$ cat src/rtl/armleocpu_muldiv_if.sv
// armleocpu_muldiv_if: request/response handshake bundle for the mul/div unit
interface armleocpu_muldiv_if #(parameter int XLEN = 32);
  logic            req_valid;
  logic            req_ready;
  logic [2:0]      req_funct3;
  logic [XLEN-1:0] req_rs1;
  logic [XLEN-1:0] req_rs2;
  logic            kill;
  logic            resp_valid;
  logic            resp_ready;
  logic [XLEN-1:0] resp_result;
  logic            busy;
  modport master (
    output req_valid, req_funct3, req_rs1, req_rs2, kill, resp_ready,
    input  req_ready, resp_valid, resp_result, busy
  );
  modport slave (
    input  req_valid, req_funct3, req_rs1, req_rs2, kill, resp_ready,
    output req_ready, resp_valid, resp_result, busy
  );
endinterface

$ cat src/rtl/armleocpu_muldiv.sv
// armleocpu_muldiv: iterative RV M-extension unit, shift-add multiply and restoring divide
module armleocpu_muldiv #(
  parameter int XLEN          = 32,
  parameter int MUL_STEP_BITS = 1
) (
  input logic              clk,
  input logic              rst,
  armleocpu_muldiv_if.slave bus
);
  localparam int CW = $clog2(XLEN + 1);
  typedef enum logic [1:0] {IDLE, MUL, DIV, DONE} state_t;
  state_t            state_q, state_d;
  logic [CW-1:0]     cnt_q, cnt_d;
  logic [1:0]        f_q, f_d;
  logic [XLEN-1:0]   b_q, b_d, result_q, result_d;
  logic [2*XLEN-1:0] mc_q, mc_d, acc_q, acc_d;
  logic              negq_q, negq_d, negr_q, negr_d;
  logic              s1, s2, neg1, neg2, div0, ovf;
  logic [XLEN-1:0]   mag1, mag2, spec_res, q, r, mul_res, div_res;
  logic [2*XLEN-1:0] mul_acc, prod, div_acc;
  logic [XLEN:0]     t, diff;
  always_comb begin
    s1       = bus.req_funct3[2] ? ~bus.req_funct3[0] : ^bus.req_funct3[1:0];
    s2       = bus.req_funct3[2] ? ~bus.req_funct3[0] : (bus.req_funct3[1:0] == 2'b01);
    neg1     = s1 & bus.req_rs1[XLEN-1];
    neg2     = s2 & bus.req_rs2[XLEN-1];
    mag1     = neg1 ? -bus.req_rs1 : bus.req_rs1;
    mag2     = neg2 ? -bus.req_rs2 : bus.req_rs2;
    div0     = bus.req_rs2 == '0;
    ovf      = ~bus.req_funct3[0] && bus.req_rs1 == {1'b1, {(XLEN-1){1'b0}}} && bus.req_rs2 == '1;
    spec_res = bus.req_funct3[1] ? (div0 ? bus.req_rs1 : '0) : (div0 ? '1 : bus.req_rs1);
  end
  // one multiply step: add the shifted multiplicand for each consumed multiplier bit
  always_comb begin
    mul_acc = acc_q;
    for (int k = 0; k < MUL_STEP_BITS; k++)
      if (b_q[k]) mul_acc = mul_acc + (mc_q << k);
    prod    = negq_q ? -mul_acc : mul_acc;
    mul_res = f_q == 2'b00 ? prod[XLEN-1:0] : prod[2*XLEN-1:XLEN];
  end
  // acc holds {partial remainder, dividend bits shifting into quotient bits}
  always_comb begin
    t       = acc_q[2*XLEN-1:XLEN-1];
    diff    = t - {1'b0, b_q};
    div_acc = {diff[XLEN] ? t[XLEN-1:0] : diff[XLEN-1:0], acc_q[XLEN-2:0], ~diff[XLEN]};
    q       = div_acc[XLEN-1:0];
    r       = div_acc[2*XLEN-1:XLEN];
    div_res = f_q[1] ? (negr_q ? -r : r) : (negq_q ? -q : q);
  end
  always_comb begin
    state_d  = state_q;
    cnt_d    = cnt_q;
    f_d      = f_q;
    b_d      = b_q;
    mc_d     = mc_q;
    acc_d    = acc_q;
    result_d = result_q;
    negq_d   = negq_q;
    negr_d   = negr_q;
    unique case (state_q)
      IDLE: if (bus.req_valid) begin
        f_d    = bus.req_funct3[1:0];
        b_d    = mag2;
        negq_d = neg1 ^ neg2;
        negr_d = neg1;
        if (!bus.req_funct3[2]) begin
          state_d = MUL;
          cnt_d   = CW'(XLEN / MUL_STEP_BITS);
          mc_d    = {{XLEN{1'b0}}, mag1};
          acc_d   = '0;
        end else if (div0 || ovf) begin
          state_d  = DONE;
          cnt_d    = '0;
          result_d = spec_res;
        end else begin
          state_d = DIV;
          cnt_d   = CW'(XLEN);
          acc_d   = {{XLEN{1'b0}}, mag1};
        end
      end
      MUL: begin
        acc_d = mul_acc;
        mc_d  = mc_q << MUL_STEP_BITS;
        b_d   = b_q >> MUL_STEP_BITS;
        cnt_d = cnt_q - CW'(1);
        if (cnt_q == CW'(1)) begin
          state_d  = DONE;
          result_d = mul_res;
        end
      end
      DIV: begin
        acc_d = div_acc;
        cnt_d = cnt_q - CW'(1);
        if (cnt_q == CW'(1)) begin
          state_d  = DONE;
          result_d = div_res;
        end
      end
      DONE: if (bus.resp_ready) state_d = IDLE;
      default: state_d = IDLE;
    endcase
    if (bus.kill) begin
      state_d = IDLE;
      cnt_d   = '0;
    end
  end
  always_ff @(posedge clk) begin
    if (rst) begin
      state_q  <= IDLE;
      cnt_q    <= '0;
      f_q      <= '0;
      b_q      <= '0;
      mc_q     <= '0;
      acc_q    <= '0;
      result_q <= '0;
      negq_q   <= 1'b0;
      negr_q   <= 1'b0;
    end else begin
      state_q  <= state_d;
      cnt_q    <= cnt_d;
      f_q      <= f_d;
      b_q      <= b_d;
      mc_q     <= mc_d;
      acc_q    <= acc_d;
      result_q <= result_d;
      negq_q   <= negq_d;
      negr_q   <= negr_d;
    end
  end
  assign bus.req_ready   = state_q == IDLE;
  assign bus.resp_valid  = state_q == DONE;
  assign bus.busy        = state_q != IDLE;
  assign bus.resp_result = result_q;
endmodule

$ cat src/flat_wrapper.sv
// flat-port wrapper written by rule: the top's interface ports become plain ports
module armleocpu_muldiv_flat 
#(
  parameter int XLEN          = 32,
  parameter int MUL_STEP_BITS = 1
)
  (clk, rst, bus_req_valid, bus_req_funct3, bus_req_rs1, bus_req_rs2, bus_kill, bus_resp_ready, bus_req_ready, bus_resp_valid, bus_resp_result, bus_busy);
  armleocpu_muldiv_if #(.XLEN(XLEN)) bus_i ();
  input logic clk;
  input logic rst;
  input wire logic [$bits(bus_i.req_valid)-1:0] bus_req_valid;
  input wire logic [$bits(bus_i.req_funct3)-1:0] bus_req_funct3;
  input wire logic [$bits(bus_i.req_rs1)-1:0] bus_req_rs1;
  input wire logic [$bits(bus_i.req_rs2)-1:0] bus_req_rs2;
  input wire logic [$bits(bus_i.kill)-1:0] bus_kill;
  input wire logic [$bits(bus_i.resp_ready)-1:0] bus_resp_ready;
  output wire logic [$bits(bus_i.req_ready)-1:0] bus_req_ready;
  output wire logic [$bits(bus_i.resp_valid)-1:0] bus_resp_valid;
  output wire logic [$bits(bus_i.resp_result)-1:0] bus_resp_result;
  output wire logic [$bits(bus_i.busy)-1:0] bus_busy;
  assign bus_i.req_valid = bus_req_valid;
  assign bus_i.req_funct3 = bus_req_funct3;
  assign bus_i.req_rs1 = bus_req_rs1;
  assign bus_i.req_rs2 = bus_req_rs2;
  assign bus_i.kill = bus_kill;
  assign bus_i.resp_ready = bus_resp_ready;
  assign bus_req_ready = bus_i.req_ready;
  assign bus_resp_valid = bus_i.resp_valid;
  assign bus_resp_result = bus_i.resp_result;
  assign bus_busy = bus_i.busy;
  armleocpu_muldiv #(.XLEN(XLEN), .MUL_STEP_BITS(MUL_STEP_BITS)) u_core (.clk(clk), .rst(rst), .bus(bus_i));
endmodule
$ cat config.mk
export PLATFORM = sky130hd
export DESIGN_NAME = armleocpu_muldiv_flat
export DESIGN_NICKNAME = d
export VERILOG_FILES = /design/src/rtl/armleocpu_muldiv_if.sv /design/src/rtl/armleocpu_muldiv.sv /design/src/flat_wrapper.sv
export SDC_FILE = /design/constraint.sdc
export NUM_CORES = 1
export LEC_CHECK = 0
export ABC_AREA = 1
export CORE_MARGIN = 2
export CORE_UTILIZATION = 30
export DETAILED_ROUTE_END_ITERATION = 10
export DONT_BUFFER_PORTS = 1
export PLACE_DENSITY = 0.55
export SLEW_MARGIN = 20
export SYNTH_ARGS = -nofsm -noshare
export SYNTH_HDL_FRONTEND = slang
export SYNTH_SLANG_ARGS = --single-unit
$ cat constraint.sdc
create_clock -name clk -period 5.52 [get_ports clk]
set_input_delay 1.104 -clock clk [delete_from_list [all_inputs] [get_ports clk]]
set_output_delay 1.104 -clock clk [all_outputs]
set_load 0.005 [all_outputs]
==> results of run 1 <==
-- cells by family after synthesis --
family	count (synthesis)
AO/OA/AOI/OAI	754
XOR/XNOR	70
adder cells (fa/ha/maj)	130
buffers and inverters	886
flip-flops	204
AND/OR/NAND/NOR	2884
-- through the flow --
step / utilization / setup WS [ns]
floorplan: - / 1.39
CTS: 0.328 / 0.809
global route: 0.328 / 0.233
global placement: 0.318 / 0.974
detailed placement: 0.318 / 0.852
finish: 0.328 / 0.707
-- synth_stat cells, drive strengths merged, types with 51 or more instances --
cell / number
inv: 705
clkbuf: 120
o22ai: 62
a21oi: 359
dfxtp: 204
o21ai: 214
nor2: 448
a31oi: 52
nand2: 1863
xor2: 53
buf: 60
ha: 108
nand4: 51
nand3: 420
-- layout make-up --
cell class	instances	area (sq um)
Tap cell	1144	1430
Sequential cell	204	4090
Fill cell	9918	57300
Clock inverter	10	118
Clock buffer	40	795
Inverter	706	2660
Timing Repair Buffer	63	510
Multi-Input combinational cell	3838	18400
-- per-layer routing --
| metal | wire length [um] | GRT usage | part of all wire | vias up |
|---|---|---|---|---|
| li1 | - | - | - | 15600 |
| met4 | 5830 | 0.110 | 0.048 | 2 |
| met3 | 10500 | 0.0431 | 0.087 | 226 |
| met2 | 51500 | 0.406 | 0.43 | 1378 |
| met5 | 13 | 0 | 0.00011 | - |
| met1 | 53300 | 0.357 | 0.44 | 14200 |
-- registers in the layout (all words and copies together), names as in the netlist --
name                    flops
u_core.b_q                 32
u_core.bus.resp_result     32
u_core.mc_q                64
u_core.f_q                  2
u_core.negq_q               1
u_core.negr_q               1
u_core.state_q              2
u_core.acc_q               64
u_core.cnt_q                6
-- final timing paths --
path	to	from	cells after the start
setup / recovery	u_core.bus.resp_result[28]	u_core.acc_q[31]	30
hold / removal	u_core.cnt_q[4]	u_core.cnt_q[4]	1
setup reg to reg	u_core.bus.resp_result[28]	u_core.acc_q[31]	30
hold reg to reg	u_core.cnt_q[4]	u_core.cnt_q[4]	1
-- power by group through the flow --
| stage | clock network [mW] | registers, mW | logic (mW) |
|---|---|---|---|
| 2_1_floorplan | 0 | 1.63 | 1.56 |
| 3_5_place_dp | 0 | 1.68 | 2.20 |
| 4_1_cts | 1.90 | 1.64 | 2.21 |
| 3_3_place_gp | 0 | 1.67 | 2.21 |
| 5_1_grt | 1.93 | 1.66 | 2.49 |
| 6_report | 1.86 | 1.65 | 2.27 |
-- critical path: cells and delay by family (launching register included) --
kind / cells / cell delay [ns]
AND/OR/NAND/NOR: 19 / 2.43
AO/OA/AOI/OAI: 5 / 0.80
adder cells (fa/ha/maj): 3 / 0.80
buffers and inverters: 3 / 0.35
flip-flops: 1 / 0.34
==> summary.md, run 1 <==
| Metric | Value |
|---|---|
| P_sw | 2.51 mW |
| Fmax | about 210 MHz |
| Leading cell type in the layout, fill and taps excluded | nand2_1 |
| Total CTS buffers | 27 |
| Critical Path AT | approximately 5.3 ns |
| Post-synthesis simple-gate area fraction | 0.464 |
| Routed Antenna Nets | 0 |
| Vias in the first global route | about 28000 |
| Synth area leader | nand2_1 |
| Crit start category | register |
| PostCTS Resize Cnt | 0 |
| Core Area | roughly 85000 sq um |
| Pwr/cell area | between 200 and 250 nW/um^2 |
| Die X-Extent | 298 um |
| Clock-pin slew on the worst setup and hold paths | around 0.070 ns |
| Ys async rst share | 0 |
| Worst Setup Path Type | register to register |
| Power share of the combinational group | 0.393 |
| Final Instance Area | between 20000 and 30000 sq um |
| Post-synthesis average cell area | 5.25 sq um |
| Sw frac | 0.435 |
| CTS Hold Bufs | 0 |
| Main area contributors after synthesis | nand2_1 26%, dfxtp_1 16%, inv_1 10% |
| CTS tree | built |
| Setup TNS | 0 ns |
| Initial Util | 0.303 |
| Drt first pass iters | 6 |
| Final hold violations | 0 |
| Outcome | finished, final reports clean |
| Normalized max-slew margin | 0.326 |
| Final-report setup violation count | 0 |
| Mapped cell area | 25900 sq um |
| Commonest cells after routing, fill and taps aside | 1816 x nand2_1, 694 x inv_1, 423 x nor2_1 |
| Largest family of logic cells by synthesized area | simple AND/OR/NAND/NOR gates |
| # DRC | 0 |
| Initial DRC Count | 3273 |
| Reg power frac | 0.285 |
| Die Y-Extent | 298 um |
| Synthesis warning total | 0 |
| All-Layer GR Usage | 0.261 |
| Final wirelength | 121 mm |
| Synth top area share | 0.264 |
| Post-Synth XOR/XNOR Area | 0.0237 |
| Post-Synth Adder-Cell Area | 0.0615 |
| LEAKAGE | approximately 14 nW |
| P&R area growth vs syn | 8.18% |
| Critical path's largest stage delay | 0.40 ns |
| Hold crit path type | register to register |
| Placed cells | 5955 |
| Max VDD drop | 0.230 mV |
| Final period util | 0.872 |
| Endpoint class of the critical path | register |
| Final global-route overflow total | 0 |
| Syn Nets | 5110 |
| Clk root buf | clkbuf_16 |
| Top Ports | roughly 110 |
| Maximum number of pins on one net before global-route repair | roughly 180 |
| Nets | 5022 |
| HPWL after DPL | 98.8 mm |
| Fin cells | 6005 |
| GPL Wtd Cong | 1.02 |
| Post-synth EDFFs | 0 |
| Syn Inst Count | about 4900 |
| Compound-Gate Fraction of Synth Area | 0.160 |
| Port Buffer Count | 0 |
| # rows | 107 |
| Slowest cell on the critical path | fa_1 |
| R2R setup slack | 0.71 ns |
| Antenna violations before repair | 2 |
| First-pass GRT wire length | 178 mm |
| Post-synth top flop | dfxtp_1 |
| Routed length per instance | 20.2 um |
| Synth unique cells | 56 |
| H-tree levels | 1 |
| Worst Tran Pin Value | 1.01 ns |
| Final Critical Period | 4.81 ns |
| Antenna cells | 0 |
| Later-pin clock latency in the skew report | approximately 0.6 ns |
| Layout cells sized above 1 | 0.0455 |
| Final Skew | 0.0280 ns |
| DIE AREA | 88600 sq um |
| Synth Register Bits | 204 |
| Most frequent cell on the critical path | nand2_1 |
| Vias | 31400 |
| Maximum buffer depth of the clock tree | 3 |
| Clk pwr share | 0.322 |
| Critical Path RT | 6.04 ns |
| Int Pwr | 3.27 mW |
| Unrepaired setup endpoints after global routing | no |
| CTS sink cnt | 204 |
| Placed Area | 27100 sq um |
| Hold WS | 0.451 ns |
| # Max-Cap Violations | 0 |
| Post-CTS Setup Repair Bufs | 0 |
| Avg Vias per Cell | about 5.2 |
| Sequential share of the synthesized area | 0.158 |
| Slew Limit Fails | 0 |
| Total power | approximately 5.8 mW |
| CP Max Fanout | 7 |
| Post-synthesis mux area share | 0 |
Power figures use the tool's default switching activity.
==> run 2: changes to the inputs <==
--- a/config.mk
+++ b/config.mk
@@ -6,7 +6,7 @@
 export NUM_CORES = 1
 export LEC_CHECK = 0
 export ABC_AREA = 1
-export CORE_MARGIN = 2
+export CORE_MARGIN = 5
 export CORE_UTILIZATION = 30
 export DETAILED_ROUTE_END_ITERATION = 10
 export DONT_BUFFER_PORTS = 1
==> run 2 against run 1 <==
  * Worst hold slack better by 0.0037 ns
  * Register-to-register slack better by 0.14 ns
  * Fmax up 3.0%
  * Largest cell class unchanged
==> summary.md, run 2 (synthesized netlist as in run 1, its figures left out) <==
| Metric | Value |
|---|---|
| Outcome | finished, final reports clean (unchanged) |
| CTS Hold Bufs | 0 (unchanged) |
| Total CTS buffers | 27 (unchanged) |
| Routed length per instance | 20.1 um (was 20.2 um) |
| Die X-Extent | 304 um (was 298 um) |
| Antenna cells | 0 (unchanged) |
| Final wirelength | 120 mm (was 121 mm) |
| Total power | 5.80 mW (was 5.79 mW) |
| Worst Tran Pin Value | 1.17 ns (was 1.01 ns) |
| Placed cells | 5941 (was 5955) |
| # Max-Cap Violations | 0 (unchanged) |
| Clock-pin slew on the worst setup and hold paths | 0.07 ns (about the same) |
| Slew Limit Fails | 0 (unchanged) |
| Most frequent cell on the critical path | nand2_1 (unchanged) |
| Avg Vias per Cell | 5.28 (was 5.23) |
| CP Max Fanout | 7 (unchanged) |
| Sequential Area | 4090 sq um (unchanged) |
| CTS tree | built (unchanged) |
| PostCTS Resize Cnt | 0 (unchanged) |
| Critical Path AT | 5.20 ns (was 5.33 ns) |
| Clk root buf | clkbuf_16 (unchanged) |
| # DRC | 0 (unchanged) |
| Buf/Inv on CP | 3 (unchanged) |
| Pwr/cell area | 208 nW/um^2 (was 207 nW/um^2) |
| Fmax | 214 MHz (was 208 MHz) |
| All-Layer GR Usage | 0.245 (was 0.261) |
| Initial DRC Count | 3553 (was 3273) |
| Initial Util | 0.303 (about the same) |
| FILL cells | 9943 (was 9918) |
| Fin cells | 5988 (was 6005) |
| P&R area growth vs syn | 7.65% (was 8.18%) |
| Multi-input gate area | 18400 sq um (about the same) |
| Core Area | 85400 sq um (was 85300 sq um) |
| Top Registers | u_core.acc_q: 64 flops, u_core.mc_q: 64 flops (unchanged) |
| # rows | 107 (unchanged) |
| Final hold violations | 0 (unchanged) |
| Routed Antenna Nets | 0 (unchanged) |
| First-pass GRT wire length | 178 mm (about the same) |
| GPL Wtd Cong | 1.07 (was 1.02) |
| Final-report setup violation count | 0 (unchanged) |
| Hold crit path type | register to register (unchanged) |
| Setup TNS | 0 ns (unchanged) |
| HPWL after DPL | 98.1 mm (was 98.8 mm) |
| Normalized max-slew margin | 0.219 (was 0.326) |
| Crit start category | register (unchanged) |
| Layout cells sized above 1 | 0.0425 (was 0.0455) |
| H-tree levels | 1 (unchanged) |
| Max VDD drop | 0.222 mV (was 0.230 mV) |
| Final period util | 0.846 (was 0.872) |
| Final Critical Period | 4.67 ns (was 4.81 ns) |
| Crit Reg-Reg Startpoint | u_core.acc_q[31] (unchanged) |
| Slowest cell on the critical path | fa_1 (unchanged) |
| Post-CTS Setup Repair Bufs | 0 (unchanged) |
| Unrepaired setup endpoints after global routing | no (unchanged) |
| DIE AREA | 92200 sq um (was 88600 sq um) |
| Cell family with most CP delay | simple AND/OR/NAND/NOR gates (unchanged) |
| Critical Path RT | 6.04 ns (about the same) |
| Final Skew | 0.0270 ns (was 0.0280 ns) |
| CTS sink cnt | 204 (unchanged) |
| Hold wc startpoint | u_core.cnt_q[4] (unchanged) |
| Critical path's largest stage delay | 0.41 ns (was 0.40 ns) |
| Worst Setup Path Type | register to register (unchanged) |
| Final global-route overflow total | 0 (unchanged) |
| Antenna violations before repair | 0 (was 2) |
| Endpoint class of the critical path | register (unchanged) |
| Vias | 31600 (was 31400) |
| Port Buffer Count | 0 (unchanged) |
| Worst setup startpoint | u_core.acc_q[31] (unchanged) |
| Maximum number of pins on one net before global-route repair | 183 (unchanged) |
| Hold WS | 0.455 ns (was 0.451 ns) |
| Commonest cells after routing, fill and taps aside | 1816 x nand2_1, 693 x inv_1, 422 x nor2_1 (was 1816 x nand2_1, 694 x inv_1, 423 x nor2_1) |
| Nets | 5008 (was 5022) |
| Leading cell type in the layout, fill and taps excluded | nand2_1 (unchanged) |
| Later-pin clock latency in the skew report | 0.59 ns (about the same) |
| LEAKAGE | 14.0 nW (about the same) |
| Maximum buffer depth of the clock tree | 3 (unchanged) |
| Die Y-Extent | 304 um (was 298 um) |
| Vias in the first global route | 28400 (was 28200) |
| Top Ports | 107 (unchanged) |
| Drt first pass iters | 6 (unchanged) |
## run 2: per-layer routing
layer,wire length (um),track usage,vias to the layer above
met2,51100,0.377,1501
met1,52500,0.341,14300
li1,-,-,15500
met3,10700,0.0386,233
met4,6120,0.103,0
met5,0,0,-
## run 2: metrics by stage
step                area (sq um)   util  setup slack [ns]
floorplan                  25900      -              1.39
global placement           26900  0.315             0.989
detailed placement         26900  0.315             0.931
CTS                        27900  0.326             0.907
global route               27900  0.326             0.392
finish                     27900  0.326             0.848
## run 2: final cells by class
cell class              count  area share
clock buffers              36      0.0269
repair buffers             49      0.0132
well taps                1144      0.0514
multi-input cells        3838       0.660
inverters                 706      0.0953
clock inverters            11     0.00602
flip-flops and latches    204       0.147
## run 2: final timing paths
path	endpoint	slack, ns	depth (start not counted)
max	u_core.bus.resp_result[28]	0.85	30
min	u_core.cnt_q[4]	0.46	1
max reg2reg	u_core.bus.resp_result[28]	0.85	30
min reg2reg	u_core.cnt_q[4]	0.46	1
## run 2: power by group
part	switching, mW	internal, mW	total (mW)
clock network	0.770	1.13	1.90
registers	0.0975	1.55	1.65
logic	1.63	0.623	2.25
## run 2: worst register-to-register path, delay by kind of cell, from the launching register on
kind	cells	cell delay, ns
buf+inv	3	0.33
compound gates	5	0.77
simple gates	19	2.39
flops	1	0.33
fa+ha+maj	3	0.79
